### src/rtl/moore_10101_detector.sv
// Moore detector for the serial pattern 1-0-1-0-1; `out` is the one-hot state register.
// Define MOORE_10101_OVERLAP_EN for overlapping detection (DETECT + x=0 -> "1010").
module moore_10101_detector (
    input  logic       clk,
    input  logic       reset,
    input  logic       x,
    output logic [4:0] out,
    output logic       z
);

    typedef enum logic [4:0] {
        S0 = 5'b00000,
        S1 = 5'b00001,
        S2 = 5'b00010,
        S3 = 5'b00100,
        S4 = 5'b01000,
        S5 = 5'b10000
    } state_t;

    state_t state_q;
    state_t state_d;
    logic   z_q;

    always_comb begin
        state_d = S0;
        case (state_q)
            S0: state_d = x ? S1 : S0;
            S1: state_d = x ? S1 : S2;
            S2: state_d = x ? S3 : S0;
            S3: state_d = x ? S1 : S4;
            S4: state_d = x ? S5 : S0;
`ifdef MOORE_10101_OVERLAP_EN
            S5: state_d = x ? S1 : S4;
`else
            S5: state_d = x ? S1 : S0;
`endif
            // Any multi-hot value falls back to idle.
            default: state_d = S0;
        endcase
    end

    // z is registered alongside the state so it is a pure function of it.
    always_ff @(posedge clk) begin
        if (reset) begin
            state_q <= S0;
            z_q     <= 1'b0;
        end else begin
            state_q <= state_d;
            z_q     <= (state_d == S5);
        end
    end

    assign out = state_q;
    assign z   = z_q;

endmodule

### config.mk
export PLATFORM = sky130hd
export DESIGN_NAME = moore_10101_detector
export DESIGN_NICKNAME = d
export VERILOG_FILES = /design/src/rtl/moore_10101_detector.sv
export SDC_FILE = /design/constraint.sdc
export NUM_CORES = 1
export LEC_CHECK = 0
export CORE_AREA = 2 2 39 41
export DETAILED_ROUTE_END_ITERATION = 12
export DIE_AREA = 0 0 41 43
export SLEW_MARGIN = 0
export SYNTH_ARGS = -nofsm -noshare
export SYNTH_HDL_FRONTEND = slang
export SYNTH_SLANG_ARGS = --single-unit
### constraint.sdc
create_clock -name clk -period 1.5 [get_ports clk]
set_input_delay 0.375 -clock clk [delete_from_list [all_inputs] [get_ports clk]]
set_output_delay 0.375 -clock clk [all_outputs]
set_load 0.03 [all_outputs]
* Word level (Yosys, flattened, before mapping)
Cells that the tools add are included.
Operators by class: bitwise operators 0, shift-type cells 0, reductions and logical operators 2, order comparisons 0, divide/modulo/power cells 0, multiplexer cells 6, $mul 0, equality and inequality tests 6, $add $sub $neg 0
Operators by type and width (number):
- $pmux W5 S5 | 1
- $eq A5 B5 Y1 const B | 2
- $eq A5 B1 Y1 const B | 1
- $eq A5 B2 Y1 const B | 1
- $eq A5 B3 Y1 const B | 1
- $eq A5 B4 Y1 const B | 1
- $logic_not A5 Y1 | 1
- $mux W5 | 1
- $mux W4 | 1
- $mux W3 | 1
- $mux W2 | 1
- $reduce_or A2 Y1 | 1
- $mux W1 | 1
Storage, ports and cells: logic and storage cells 16, memories 0, memory bits (writable) 0, bits of input ports 3, output and inout bits 6, bits in latches 0, bits in read-only memories 0, register bits 6

* Depth between registers and ports, before layout
depth after elaboration 4, gate-level depth with buffers 2, mapped depth without buffers 2

* Worst setup path after synthesis
No wires, ideal clock.
path kind register to register, start reg state_q[2], in the netlist out[2], end reg state_q[4], in the netlist out[4], required time 1.404 ns, slack 0.168 ns, setup time 0.096 ns, clock period less this slack 1.332 ns, cell stages (with the launch flop) 3, buffers on the path 0, arrival time 1.235 ns, path through dfxtp_1 -> or4b_4 -> nor4b_1
On the way: cells in the longest elaborated chain, start to end 3, elaborated cells on any way between the ends 8, those cells by class eq/ne (5); mux (1); reduce/logical (2)
RTL lines:
- from (decl) | RTL line 20 | state_t state_q;
- from (signal assigned) | RTL line 48 | state_q <= state_d;
- $eq A5 B5 Y1 or $logic_not A5 Y1 (tied branches) | RTL line 26 | case (state_q)
- $reduce_or A2 Y1 (no line)
- $pmux W5 S5 * | RTL line 26
Mark *: on every way between the ends. The rest lies on a longest branch, timed or not. A chain may end at the register's enable or synchronous reset.

* Final worst setup path
start reg state_q[2], in the netlist out[2], end out out[2]
RTL lines:
- to (decl) | RTL line 7 | output logic [4:0] out,
No word-level cell between the ends.

==> impl_metrics.csv <==
group,metric,value,unit
die,core_region_area,1380,um^2
power,ir_drop,0.324,mV
worst_setup_path,cp.required,1.12,ns
routing,num_vias,209,
final_layout,fillers,146,
yosys,ys_types,7,
worst_setup_path,path_buf_inv,1,
timing,setup_ws,0.0372,ns
global_routing,gr-usage-all-layers,9.86,%
worst_setup_path,cp.depth,1,
final_layout,register_area,120,um^2
outcome,status,"finished clean",
final_layout,fin_area,410,um^2
timing,fmax,684,MHz
timing,rsz0062_at_grt,"false",
yosys,yosysSeqAreaShare,57.8,%
timing,whs,0.464,ns
placement,hpwl,394,um
yosys,syn-num-nets,19,
yosys,syn_area,208,um^2
yosys,yosys.area.top_type,"dfxtp_1",
timing,hold_violations,0,
clock_tree,clk_latency,0.24,ns
routing,viasPerCell,4.45,
timing,maxSlewViolCount,0,
die,start_util,15.0,%
die,chipWidth,41,um
clock_tree,numCtsBuffers,3,
worst_setup_path,slowest_stage,"dlygate4sd2_1",
power,leakage,0.170,nW
routing,post_drt_wl_per_cell,13.6,um
timing,period_share,97.5,%
routing,first_pass_iters,4,
worst_setup_path,startpoint,"out[2]$_SDFF_PP0_",
routing,ant_nets,0,
clock_tree,clock_path_buffers,2,
worst_setup_path,critPathLaunchType,"flop",
die,die_y,43,um
routing,drt_iter0_markers,4,
placement,routabilityCongestion,0.585,
yosys,synth_cells,16,
yosys,syn_avg_cell_area,13.0,um^2
timing,setup_viol_count_final,0,
worst_setup_path,worstPathArrival,1.09,ns
clock_tree,cts-root-buf,"clkbuf_4",
worst_setup_path,path_cells,"dlygate4sd2_1",
timing,fin_setup_tns,0,ns
clock_tree,clock-sinks,6,
placement,io_buffers,8,
worst_setup_path,path_delay_family,"buffers and inverters",
routing,drt-total-wl,637,um
power,power_density,862,nW/um^2
worst_setup_path,setup.worst_path.end,"out[2]",
flow_run,cap_violations,0,
worst_setup_path,worst-r2r-setup-slack,0.19,ns
global_routing,grt_pass1_wl,1.07,mm
timing,max-slew-margin-rel,79.9,%
final_layout,syn2layout_area_growth,97.6,%
clock_tree,clkTransAtPathRegs,0.05,ns
global_routing,grt_pass1_vias,229,
final_layout,layout_common_cells,"6 x dfxtp_1, 6 x dlygate4sd2_1, 4 x buf_4",
clock_tree,h-tree-depth,1,
hold_path,hold_path.class,"input port to flop",
die,pin_count,9,
clock_tree,cts_tree,"yes",
power,totalPowerFinal,354,uW
worst_setup_path,rr_endpoint,"out[4]$_SDFF_PP0_",
global_routing,grt_max_degree,7,
yosys,ys_warn_count,0,
clock_tree,cts_setup_buffers,0,
yosys,synth.area.top_cells,"dfxtp_1 58%, nor4b_1 21%, or4b_4 6.6%",
worst_setup_path,path_class,"flop to primary output",
yosys,synth-seq-cells,6,
placement,placed_area,338,um^2
global_routing,gr-total-overflow,0,
final_layout,layout.nets,36,
clock_tree,cts_hold_repair.buffers,0,
timing,skew,0.00406,ns
worst_setup_path,worstPathMaxFanout,5,
die,dieArea,1760,um^2
final_layout,drive_above_1_share,41.9,%
final_layout,antenna_cells,0,
final_layout,multi_input_area,143,um^2
worst_setup_path,timing.rr.start,"out[2]$_SDFF_PP0_",
timing,period_minus_slack,1.46,ns
global_routing,antenna_found_initial,0,
routing,drc,0,
yosys,synth.top_cell.area_share,57.8,%
placement,pre_cts_ws,-0.291,ns
worst_setup_path,slowest_delay,0.43,ns
die,num_rows,14,
worst_setup_path,r2r_cells,2,
timing,tightest_slew,0.303,ns
worst_setup_path,end_kind,"primary output",
state kept, by name, summed over array words and instances, names as in the netlist:
| signal | flops |
|---|---|
| z | 1 |
| out | 5 |
metal layers:
layer / vias to the layer above / GRT usage (%) / part of all wire, %
met4: 0 / 6.00 / 0
li1: 99 / - / -
met5: - / 0 / 0
met2: 13 / 15.3 / 54
met1: 97 / 10.0 / 36
met3: 0 / 4.71 / 9.7
stage by stage:
step	cells	util [%]
final	47	29.7
after global placement	44	24.4
after detailed placement	44	24.4
after floorplan	16	-
after global routing	47	29.7
after CTS	47	26.9
cell usage after synthesis:
cell type  number
dfxtp_1         6
nor4b_1         5
maj3_1          1
nand2b_1        1
nor4_1          1
or4_1           1
or4b_4          1
worst min path at each step:
stage               cells after the start              start                end  slack, ns
finish                                  3                  x  out[0]$_SDFF_PP0_       0.46
global placement                        1  out[2]$_SDFF_PP0_  out[1]$_SDFF_PP0_       0.49
CTS                                     1  out[2]$_SDFF_PP0_  out[1]$_SDFF_PP0_       0.52
floorplan                               1              reset  out[1]$_SDFF_PP0_       0.45
global route                            3                  x  out[0]$_SDFF_PP0_       0.49
detailed placement                      1  out[2]$_SDFF_PP0_  out[1]$_SDFF_PP0_       0.52
timing repair:
item	4_1_cts	5_1_grt
resized for setup	9	6
endpoints found under the setup margin	8	5
gates cloned	0	0
pin swaps	0	2
cell families (layout without fill, tap and decap cells):
group	Yosys count	in the layout	synth area share [%]
flops	6	6	57.8
buf+inv	0	15	0
fa+ha+maj	1	1	4.82
simple gates	9	9	37.4
final cells by class:
cell class	instances	area share, %
Tap cell	16	4.88
Timing Repair Buffer	12	25.6
Clock buffer	3	5.49
Multi-Input combinational cell	10	34.8
Sequential cell	6	29.3
power breakdown:
group          switching, mW  leakage (nW)  internal [mW]
clock network         0.0573        0.0138         0.0904
logic                 0.0228         0.108         0.0193
registers            0.00133        0.0487          0.163
total                 0.0814         0.170          0.272
Note: power is estimated with default switching activity, not from simulation.
